===== config.mk =====
export PLATFORM = sky130hd
export DESIGN_NAME = dac_ramp_gen_flat
export DESIGN_NICKNAME = d
export VERILOG_FILES = /design/src/rtl/dac_ramp_gen_if.sv /design/src/rtl/dac_ramp_gen.sv /design/src/flat_wrapper.sv
export SDC_FILE = /design/constraint.sdc
export NUM_CORES = 1
export LEC_CHECK = 0
export CAP_MARGIN = 20
export CORE_UTILIZATION = 49
export CTS_CLUSTER_DIAMETER = 150
export CTS_CLUSTER_SIZE = 8
export DETAILED_ROUTE_END_ITERATION = 12
export HOLD_SLACK_MARGIN = 0.02
export PLACE_DENSITY = 0.7
export SYNTH_ARGS = -nofsm -noshare
export SYNTH_HDL_FRONTEND = slang
export SYNTH_SLANG_ARGS = --single-unit
export TNS_END_PERCENT = 30

===== constraint.sdc =====
create_clock -name dac_clk_i -period 5.35 [get_ports dac_clk_i]
set_input_delay 1.07 -clock dac_clk_i [delete_from_list [all_inputs] [get_ports dac_clk_i]]
set_output_delay 1.07 -clock dac_clk_i [all_outputs]
set_load 0.01 [all_outputs]

===== src/rtl/dac_ramp_gen_if.sv =====
`default_nettype none
// ============================================================================
// Module   : dac_ramp_gen_if
// Purpose  : Control/status and DAC-side signal bundle for dac_ramp_gen.
// Revision : 1.0 - initial release
// ============================================================================
interface dac_ramp_gen_if #(
  parameter int DATA_SIZE = 14,
  parameter int DIV_SIZE  = 16,
  parameter int CNT_SIZE  = 16
);
  logic                 start_i;
  logic                 stop_i;
  logic [DATA_SIZE-1:0] min_i;
  logic [DATA_SIZE-1:0] max_i;
  logic [DATA_SIZE-1:0] step_i;
  logic [DIV_SIZE-1:0]  div_i;
  logic [CNT_SIZE-1:0]  count_i;
  logic                 busy_o;
  logic                 done_o;
  logic                 err_o;
  logic [DATA_SIZE-1:0] dac_dat_o;
  logic                 dac_dat_en_o;
  logic                 dac_dat_rst_o;

  modport master (
    output start_i, stop_i, min_i, max_i, step_i, div_i, count_i,
    input  busy_o, done_o, err_o, dac_dat_o, dac_dat_en_o, dac_dat_rst_o
  );

  modport slave (
    input  start_i, stop_i, min_i, max_i, step_i, div_i, count_i,
    output busy_o, done_o, err_o, dac_dat_o, dac_dat_en_o, dac_dat_rst_o
  );
endinterface
`default_nettype wire


===== src/rtl/dac_ramp_gen.sv =====
`default_nettype none
// ============================================================================
// Module   : dac_ramp_gen
// Purpose  : Per-channel sawtooth sweep source for the fast-DAC output stage;
//            define DAC_RAMP_BOUNCE_EN to build the triangle variant.
// Revision : 1.0 - initial release
// ============================================================================
module dac_ramp_gen #(
  parameter int DATA_SIZE = 14,
  parameter int DIV_SIZE  = 16,
  parameter int CNT_SIZE  = 16
) (
  input  logic          dac_clk_i,
  input  logic          dac_rst_i,
  dac_ramp_gen_if.slave bus
);

  // Two guard bits: value + a full-range unsigned step can never wrap.
  localparam int W = DATA_SIZE + 2;

  typedef enum logic [1:0] {
    S_IDLE = 2'd0,
    S_RUN  = 2'd1,
    S_DONE = 2'd2
  } state_t;

  state_t                       r_state;
  state_t                       w_state_nxt;

  logic signed [DATA_SIZE-1:0]  r_min;
  logic signed [DATA_SIZE-1:0]  r_max;
  logic signed [DATA_SIZE-1:0]  r_value;
  logic signed [DATA_SIZE-1:0]  r_dat;
  logic [DATA_SIZE-1:0]         r_step;
  logic [DIV_SIZE-1:0]          r_div;
  logic [DIV_SIZE-1:0]          r_div_cnt;
  logic [CNT_SIZE-1:0]          r_count;
  logic [CNT_SIZE-1:0]          r_sweep_cnt;
  logic                         r_busy;
  logic                         r_done;
  logic                         r_err;
  logic                         r_dat_en;
  logic                         r_dat_rst;

  logic                         w_accept;
  logic                         w_reject;
  logic                         w_strobe;
  logic                         w_abort;
  logic                         w_wrap;
  logic signed [DATA_SIZE-1:0]  w_value_nxt;
  logic [CNT_SIZE-1:0]          w_sweep_nxt;
  logic signed [W-1:0]          w_val_x;
  logic signed [W-1:0]          w_max_x;
  logic signed [W-1:0]          w_up;

`ifdef DAC_RAMP_BOUNCE_EN
  logic                         r_dir;
  logic                         r_at_min;
  logic                         w_dir_nxt;
  logic                         w_at_min_nxt;
  logic signed [W-1:0]          w_min_x;
  logic signed [W-1:0]          w_dn;

  assign w_min_x = {{2{r_min[DATA_SIZE-1]}}, r_min};
  assign w_dn    = w_val_x - {2'b00, r_step};
`endif

  assign w_val_x = {{2{r_value[DATA_SIZE-1]}}, r_value};
  assign w_max_x = {{2{r_max[DATA_SIZE-1]}}, r_max};
  assign w_up    = w_val_x + {2'b00, r_step};

  always_ff @(posedge dac_clk_i) begin
    if (dac_rst_i) begin
      r_state <= S_IDLE;
    end else begin
      r_state <= w_state_nxt;
    end
  end

  always_comb begin
    w_state_nxt  = r_state;
    w_accept     = 1'b0;
    w_reject     = 1'b0;
    w_strobe     = 1'b0;
    w_abort      = 1'b0;
    w_wrap       = 1'b0;
    w_value_nxt  = r_value;
    w_sweep_nxt  = r_sweep_cnt;
`ifdef DAC_RAMP_BOUNCE_EN
    w_dir_nxt    = r_dir;
    w_at_min_nxt = r_at_min;
`endif
    case (r_state)
      S_IDLE: begin
        // Start together with stop is dropped silently, no error report.
        if (bus.start_i && !bus.stop_i) begin
          if ((bus.step_i == '0) || ($signed(bus.min_i) > $signed(bus.max_i))) begin
            w_reject = 1'b1;
          end else begin
            w_accept    = 1'b1;
            w_state_nxt = S_RUN;
          end
        end
      end
      S_RUN: begin
        if (bus.stop_i) begin
          w_abort     = 1'b1;
          w_state_nxt = S_IDLE;
        end else if (r_div_cnt == r_div) begin
          w_strobe = 1'b1;
`ifdef DAC_RAMP_BOUNCE_EN
          // A sweep is credited when the returning minimum sample goes out.
          if (r_at_min) begin
            w_wrap       = 1'b1;
            w_at_min_nxt = 1'b0;
          end
          if (!r_dir) begin
            if (w_up >= w_max_x) begin
              w_value_nxt = r_max;
              w_dir_nxt   = 1'b1;
            end else begin
              w_value_nxt = w_up[DATA_SIZE-1:0];
            end
          end else begin
            if (w_dn <= w_min_x) begin
              w_value_nxt  = r_min;
              w_dir_nxt    = 1'b0;
              w_at_min_nxt = 1'b1;
            end else begin
              w_value_nxt = w_dn[DATA_SIZE-1:0];
            end
          end
`else
          if (w_up > w_max_x) begin
            w_value_nxt = r_min;
            w_wrap      = 1'b1;
          end else begin
            w_value_nxt = w_up[DATA_SIZE-1:0];
          end
`endif
          if (w_wrap) begin
            w_sweep_nxt = r_sweep_cnt + 1'b1;
            if ((r_count != '0) && (w_sweep_nxt == r_count)) begin
              w_state_nxt = S_DONE;
            end
          end
        end
      end
      S_DONE: begin
        w_state_nxt = S_IDLE;
      end
      default: begin
        w_state_nxt = S_IDLE;
      end
    endcase
  end

  always_ff @(posedge dac_clk_i) begin
    if (dac_rst_i) begin
      r_min       <= '0;
      r_max       <= '0;
      r_step      <= '0;
      r_div       <= '0;
      r_count     <= '0;
      r_value     <= '0;
      r_div_cnt   <= '0;
      r_sweep_cnt <= '0;
      r_dat       <= '0;
      r_dat_en    <= 1'b0;
      r_dat_rst   <= 1'b0;
      r_busy      <= 1'b0;
      r_done      <= 1'b0;
      r_err       <= 1'b0;
`ifdef DAC_RAMP_BOUNCE_EN
      r_dir       <= 1'b0;
      r_at_min    <= 1'b0;
`endif
    end else begin
      r_err     <= w_reject;
      r_dat_rst <= w_abort;
      r_dat_en  <= w_strobe;
      r_done    <= (r_state == S_DONE);
      r_busy    <= (w_state_nxt != S_IDLE);
      if (w_strobe) begin
        r_dat <= r_value;
      end
      if (w_accept) begin
        r_min       <= $signed(bus.min_i);
        r_max       <= $signed(bus.max_i);
        r_step      <= bus.step_i;
        r_div       <= bus.div_i;
        r_count     <= bus.count_i;
        r_value     <= $signed(bus.min_i);
        r_div_cnt   <= '0;
        r_sweep_cnt <= '0;
`ifdef DAC_RAMP_BOUNCE_EN
        r_dir       <= 1'b0;
        r_at_min    <= 1'b0;
`endif
      end else if ((r_state == S_RUN) && !bus.stop_i) begin
        if (w_strobe) begin
          r_div_cnt   <= '0;
          r_value     <= w_value_nxt;
          r_sweep_cnt <= w_sweep_nxt;
`ifdef DAC_RAMP_BOUNCE_EN
          r_dir       <= w_dir_nxt;
          r_at_min    <= w_at_min_nxt;
`endif
        end else begin
          r_div_cnt <= r_div_cnt + 1'b1;
        end
      end
    end
  end

  assign bus.busy_o        = r_busy;
  assign bus.done_o        = r_done;
  assign bus.err_o         = r_err;
  assign bus.dac_dat_o     = r_dat;
  assign bus.dac_dat_en_o  = r_dat_en;
  assign bus.dac_dat_rst_o = r_dat_rst;

endmodule
`default_nettype wire


===== src/flat_wrapper.sv =====
// flat-port wrapper written by rule: the top's interface ports become plain ports
module dac_ramp_gen_flat 
#(
  parameter int DATA_SIZE = 14,
  parameter int DIV_SIZE  = 16,
  parameter int CNT_SIZE  = 16
)
  (dac_clk_i, dac_rst_i, bus_start_i, bus_stop_i, bus_min_i, bus_max_i, bus_step_i, bus_div_i, bus_count_i, bus_busy_o, bus_done_o, bus_err_o, bus_dac_dat_o, bus_dac_dat_en_o, bus_dac_dat_rst_o);
  dac_ramp_gen_if #(.DATA_SIZE(DATA_SIZE), .DIV_SIZE(DIV_SIZE), .CNT_SIZE(CNT_SIZE)) bus_i ();
  input  logic dac_clk_i;
  input  logic dac_rst_i;
  input wire logic [$bits(bus_i.start_i)-1:0] bus_start_i;
  input wire logic [$bits(bus_i.stop_i)-1:0] bus_stop_i;
  input wire logic [$bits(bus_i.min_i)-1:0] bus_min_i;
  input wire logic [$bits(bus_i.max_i)-1:0] bus_max_i;
  input wire logic [$bits(bus_i.step_i)-1:0] bus_step_i;
  input wire logic [$bits(bus_i.div_i)-1:0] bus_div_i;
  input wire logic [$bits(bus_i.count_i)-1:0] bus_count_i;
  output wire logic [$bits(bus_i.busy_o)-1:0] bus_busy_o;
  output wire logic [$bits(bus_i.done_o)-1:0] bus_done_o;
  output wire logic [$bits(bus_i.err_o)-1:0] bus_err_o;
  output wire logic [$bits(bus_i.dac_dat_o)-1:0] bus_dac_dat_o;
  output wire logic [$bits(bus_i.dac_dat_en_o)-1:0] bus_dac_dat_en_o;
  output wire logic [$bits(bus_i.dac_dat_rst_o)-1:0] bus_dac_dat_rst_o;
  assign bus_i.start_i = bus_start_i;
  assign bus_i.stop_i = bus_stop_i;
  assign bus_i.min_i = bus_min_i;
  assign bus_i.max_i = bus_max_i;
  assign bus_i.step_i = bus_step_i;
  assign bus_i.div_i = bus_div_i;
  assign bus_i.count_i = bus_count_i;
  assign bus_busy_o = bus_i.busy_o;
  assign bus_done_o = bus_i.done_o;
  assign bus_err_o = bus_i.err_o;
  assign bus_dac_dat_o = bus_i.dac_dat_o;
  assign bus_dac_dat_en_o = bus_i.dac_dat_en_o;
  assign bus_dac_dat_rst_o = bus_i.dac_dat_rst_o;
  dac_ramp_gen #(.DATA_SIZE(DATA_SIZE), .DIV_SIZE(DIV_SIZE), .CNT_SIZE(CNT_SIZE)) u_core (.dac_clk_i(dac_clk_i), .dac_rst_i(dac_rst_i), .bus(bus_i));
endmodule

==> run metrics, run 1 <==
GR Util met3=5.03%; Top Usage Layer GRT=met2; core footprint=0.0153 mm²; Worst-Skew Late Latency=430 ps; CP endpoint kind=flop; post-synth design cell area=0.00770 mm²; period utilisation layout=87.0%; Slew HR=32.4%; 1st-iter DRT viols=540; Setup WS pre-CTS=800 ps; Critical R2R Capture=u_core.r_value[2]$_SDFFE_PP0P_; crit path cell chain=ha_1, fa_1, a21oi_1, o21a_1, o211ai_1, a211o_1, a21oi_1, o21bai_1, xor2_1, ha_1, nand4_2, o21bai_1, or2_2, o41a_1, nand2_1, mux2_2, a221o_1; Final Wtd Congestion=0.917; grt ovf=0; row cnt=45; Reg2Reg Depth=17; CP Capture Point=u_core.r_value[2]$_SDFFE_PP0P_; clk slew on worst S/H paths=60 ps; IO Count=97; vias in the first global route=6290; Startpoint Class=flop; die area=0.0162 mm²; CTS tree=built; Max Freq=215 MHz; die width=127 µm; Global Route Usage Sum=25.2%; setup bufs post-CTS=0; actual slew at the worst max-slew pin=1010 ps; final number of setup-violating endpoints=0; crit path from=u_core.r_value[0]$_SDFFE_PP0P_; Buf+Inv Stages, Crit Path=0; port buffer count=96; Avg WL per Cell=16.3 µm; met1 GRT Util=33.3%; largest net degree at the start of global routing=71; PwrDens=311 mW/mm²; hold_sp=u_core.bus.dac_dat_o[4]$_SDFFE_PP0P_; Max VDD drop=244 µV; H-tree level count=4; Pre-antenna DRT Iters=5; Syn Area/Cell=8.69 µm²; # hold bufs at CTS=0; initial antenna violation count=0; GR Util met2=40.7%; final hold viol count=0; final setup margin=693 ps; Die Ht=127 µm; crit-path leading delay family=compound AO/OA/AOI/OAI gates; YS warnings=0; status=finished, final reports clean; Levels on crit path=17; root buffer cell=clkbuf_16; unrepaired setup endpoints after global routing=false; R2R setup slack=690 ps; number of synthesized flops with an enable pin=0; Setup TNS Final=0 ps; synth unique cells=69; Worst Skew=9.47 ps; hpwl dp=13.9 mm; clock buffer depth=2; Layout Nets=1092; maxcap violations=0; register area share after synthesis=36.6%; synthesis-stage register bit count=141; ys async rst share=0%; slowest stage cell, crit path=fa_1; CP max stage delay=420 ps; post_cts resized=0; crit path kind=flop to flop; required time of the critical path=5660 ps; ANT cells=0; via count=6567; largest fanout on the critical path=8; max-slew violation count=0; Final Critical Period=4660 ps; LEAKAGE=3.53 nW; Via density=5.52; Reg-to-Reg Start=u_core.r_value[0]$_SDFFE_PP0P_; syn nets=1013; # clock sinks=141; ys flop type=dfxtp_1; Area Growth Syn to Fin=23.3%; layout cells sized above 1=6.33%; drt drc=0; HP Class=flop to flop; drt total wl=19.4 mm; Critical Path AT=4970 ps; Detail Route Antenna Nets=0; total clock buffers created by CTS=17; Initial Util=50.5%; first-pass GRT wire length=32.0 mm; Cells after Synth=887
area by class of cell:
class / instances / area, µm²
clock buffers: 19 / 453
clock inverters: 13 / 235
fillers: 1359 / 5760
inverters: 37 / 139
multi-input cells: 663 / 4540
flip-flops and latches: 141 / 2820
well taps: 211 / 264
repair buffers: 106 / 1050
stage by stage:
stage               hold WS (ps)  util [%]  area (µm²)  total power, mW  instances
global route                 470      62.3        9500             3.06       1190
CTS                          456      62.3        9500             2.96       1190
detailed placement           449      57.8        8810             1.59       1158
finish                       453      62.3        9500             2.95       1190
floorplan                    443         -        7700             1.40        887
global placement             444      57.8        8810             1.58       1158
cells in the mapped netlist (21+ instances only):
library cell / instances / share of area [%]
a21oi_1: 45 / 2.9
clkbuf_1: 26 / 1.3
dfxtp_1: 141 / 37
ha_1: 47 / 7.6
inv_1: 37 / 1.8
mux2i_1: 78 / 10
nand2_1: 64 / 3.1
nand3_1: 24 / 1.6
nand4_1: 21 / 1.7
nor2_1: 141 / 6.9
xnor2_1: 53 / 6.0
xor2_1: 21 / 2.4
layout by cell type (no fill, tap or decap), types with 3 or more instances in the layout:
cell / instances
nand4_1: 21
a21oi_1: 45
nor4_1: 18
clkbuf_16: 17
nor2_1: 141
clkdlybuf4s50_1: 95
nor3_1: 6
a21boi_0: 3
o211ai_1: 3
nand2b_1: 3
a31oi_1: 8
o21ai_0: 19
dfxtp_1: 141
and2_1: 7
or2_2: 4
bufinv_16: 6
nor2b_1: 3
mux2i_1: 78
o21a_1: 4
a211oi_1: 6
and3_1: 10
inv_1: 37
o21bai_1: 3
o31ai_1: 5
xor2_1: 21
nand3_1: 24
a21o_1: 5
ha_1: 47
xnor2_1: 53
and4_1: 5
buf_4: 10
a32o_1: 5
or3_1: 6
nand2_1: 64
worst min-delay path by stage:
stage,to,slack [ps],depth (start not counted)
2_1_floorplan,u_core.bus.dac_dat_o[12]$_SDFFE_PP0P_,440,2
3_3_place_gp,u_core.bus.dac_dat_o[7]$_SDFFE_PP0P_,440,2
3_5_place_dp,u_core.bus.dac_dat_o[10]$_SDFFE_PP0P_,450,2
4_1_cts,u_core.bus.dac_dat_o[4]$_SDFFE_PP0P_,460,2
5_1_grt,u_core.bus.dac_dat_o[13]$_SDFFE_PP0P_,470,2
6_report,u_core.bus.dac_dat_o[4]$_SDFFE_PP0P_,450,2
kinds of logic (layout without fill, tap and decap cells):
kind of cell    count (synthesis)  in the layout  share of synthesized area, %
compound gates                130            130                          11.3
xor+xnor                       74             74                          8.41
fa+ha+maj                      48             48                          7.89
buf+inv                        83            175                          4.53
flops                         141            141                          36.6
mux                            80             80                          10.4
simple gates                  331            331                          20.8
power by group:
part           switching [mW]  internal, mW
clock                   0.478         0.903
sequential             0.0231          1.08
combinational           0.280         0.192
sequential cells by signal (all words and copies together), names as in the netlist:
register and cells:
u_core.r_count 16, u_core.bus.dac_dat_rst_o 1, u_core.bus.dac_dat_o 14, u_core.r_max 14, u_core.r_div_cnt 16, u_core.r_step 14
u_core.bus.err_o 1, u_core.bus.done_o 1, u_core.r_value 14, u_core.r_min 14, u_core.r_state 2, u_core.r_div 16
u_core.bus.dac_dat_en_o 1, u_core.bus.busy_o 1, u_core.r_sweep_cnt 16
metal layers:
metal | up-vias | routed length [µm]
met3 | 31 | 1090
li1 | 3280 | -
met4 | 0 | 354
met1 | 3069 | 9210
met5 | - | 0
met2 | 187 | 8760
worst min-delay path, cell delays in order, from the launching register on:
cell	delay (ps)
dfxtp_1	300
nand2_1	50
a21oi_1	50
(Power assumes the default switching activity.)
==> run 2: changes to the inputs <==
--- a/config.mk
+++ b/config.mk
@@ -5,7 +5,7 @@
 export SDC_FILE = /design/constraint.sdc
 export NUM_CORES = 1
 export LEC_CHECK = 0
-export CAP_MARGIN = 20
+export CAP_MARGIN = 15
 export CORE_UTILIZATION = 49
 export CTS_CLUSTER_DIAMETER = 150
 export CTS_CLUSTER_SIZE = 8
==> results of run 2 <==
Final layout, timing and power as in run 1 (identical DEF).
==> patch (config.mk and constraints of run 1) <==
Encoding of `state_t`: now one-hot (3 bits for 3 states).
--- a/src/rtl/dac_ramp_gen.sv
+++ b/src/rtl/dac_ramp_gen.sv
@@ -19,8 +19,8 @@
   localparam int W = DATA_SIZE + 2;
 
-  typedef enum logic [1:0] {
-    S_IDLE = 2'd0,
-    S_RUN  = 2'd1,
-    S_DONE = 2'd2
+  typedef enum logic [2:0] {
+    S_IDLE = 3'b001,
+    S_RUN  = 3'b010,
+    S_DONE = 3'b100
   } state_t;
 
Formal check against the unedited RTL: same outputs for any inputs over 4 cycles, from zero or initial values and one cycle with dac_rst_i high; so few cycles prove little.
==> patch against run 1 <==
Die area down 0.91%; sequential share of layout area up 1.1 points; cell area down 2.8%; count of clock-buffer cells in the layout up 3; largest cell class unchanged; combinational power down 4.2%; critical path type unchanged; largest power group is now registers; worst hold slack worse by 1.5 ps; worst setup slack better by 110 ps; highest routed layer unchanged; synthesized area down 0.93%; via count up 5.9%; clock power down 22%; total power down 11%; sequential cell count up 1; wire length up 2.3%; fmax up 2.4%.
==> patch: results (changes against run 1) <==
metric	value	unit	change
status	finished, final reports clean		
post-synthesis compound-gate area fraction	18.2	%	+6.9 points
Synth Area in XOR/XNOR	7.57	%	-0.84 points
wire length per cell	16.2	um	-0.98%
Clock Skew	7.98	ps	-1.49 ps
#MultiIn Comb	722		+8.9%
Net Sw Power	742	uW	-5.1%
vias in the first global route	6275		-0.24%
Adder-Cell Fraction of Synth Area	7.97	%	+0.074 points
clk pwr	1080	uW	-22%
Syn Nets	1082		+6.8%
Power Density	285	nW/um^2	-8.2%
crit path max fanout	18		+10
first-pass GRT wire length	32.5	mm	+1.7%
Final HPWL DP	14.5	mm	+4.3%
slowest stage delay, CP	620	ps	+200 ps
area post-placement	8700	sq um	-1.3%
worst vdd ir	0.000240	V	-1.6%
Fillers	1397		+2.8%
Worst-Margin Slew	794	ps	-217 ps
multi-input gate share of total cell area	47.9	%	+0.093 points
Non-clock buffers, area share	11.3	%	+0.31 points
Layout clock area frac	5.84	%	-1.4 points
multiplexer share of the synthesized area	1.20	%	-9.2 points
met3 WL	1.10	mm	+1.2%
fraction of layout cells with a size suffix above 1	6.24	%	-0.095 points
Storage cell area	2840	sq um	+0.71%
Synth Register Bits	142		+0.71%
CP max stage cell	nor3_1		
DRT iter0 DRCs	558		+3.3%
Non-clock inverters	40		+8.1%
largest net degree at the start of global routing	83		+17%
met3 Resource Use GR	4.77	%	-0.26 points
Place WS	896	ps	+96.2 ps
ranking of synthesized cells by area	dfxtp_1 37%, nand2_1 10%, ha_1 7.7%, a21oi_1 7.6%, xor2_1 4.9%		
Synth Area per Inst	7.98	sq um	-8.1%
patch: cell types whose count changed in the layout (fill, tap and decap cells not counted), sizes merged, moves of 5 or more:
cell,delta
o21a,+7
nor3,+10
a31oi,-6
nand2,+141
xnor2,-30
a32o,-5
nor4,-5
xor2,+22
nor2,-83
bufinv,-6
a22o,+7
mux2i,-70
a21oi,+72
o2111ai,+5
patch: logic make-up after synthesis:
kind of cell             count (synthesis)
AND/OR/NAND/NOR                        383
adder cells (fa/ha/maj)                 48
XOR/XNOR                                66
AO/OA/AOI/OAI                          216
flip-flops                             142
multiplexers                             9
buffers and inverters                   92
patch: tightest hold or removal path, delay by kind of cell (launching register included):
kind             cells  cell delay (ps)
AO/OA/AOI/OAI        1               50
flip-flops           1              310
AND/OR/NAND/NOR      1               50
patch: worst paths after layout:
path	end	slack, ps	cells after the start
max	u_core.r_sweep_cnt[6]	800	15
min	u_core.bus.dac_dat_o[4]	450	2
max reg2reg	u_core.r_sweep_cnt[6]	800	15
min reg2reg	u_core.bus.dac_dat_o[4]	450	2
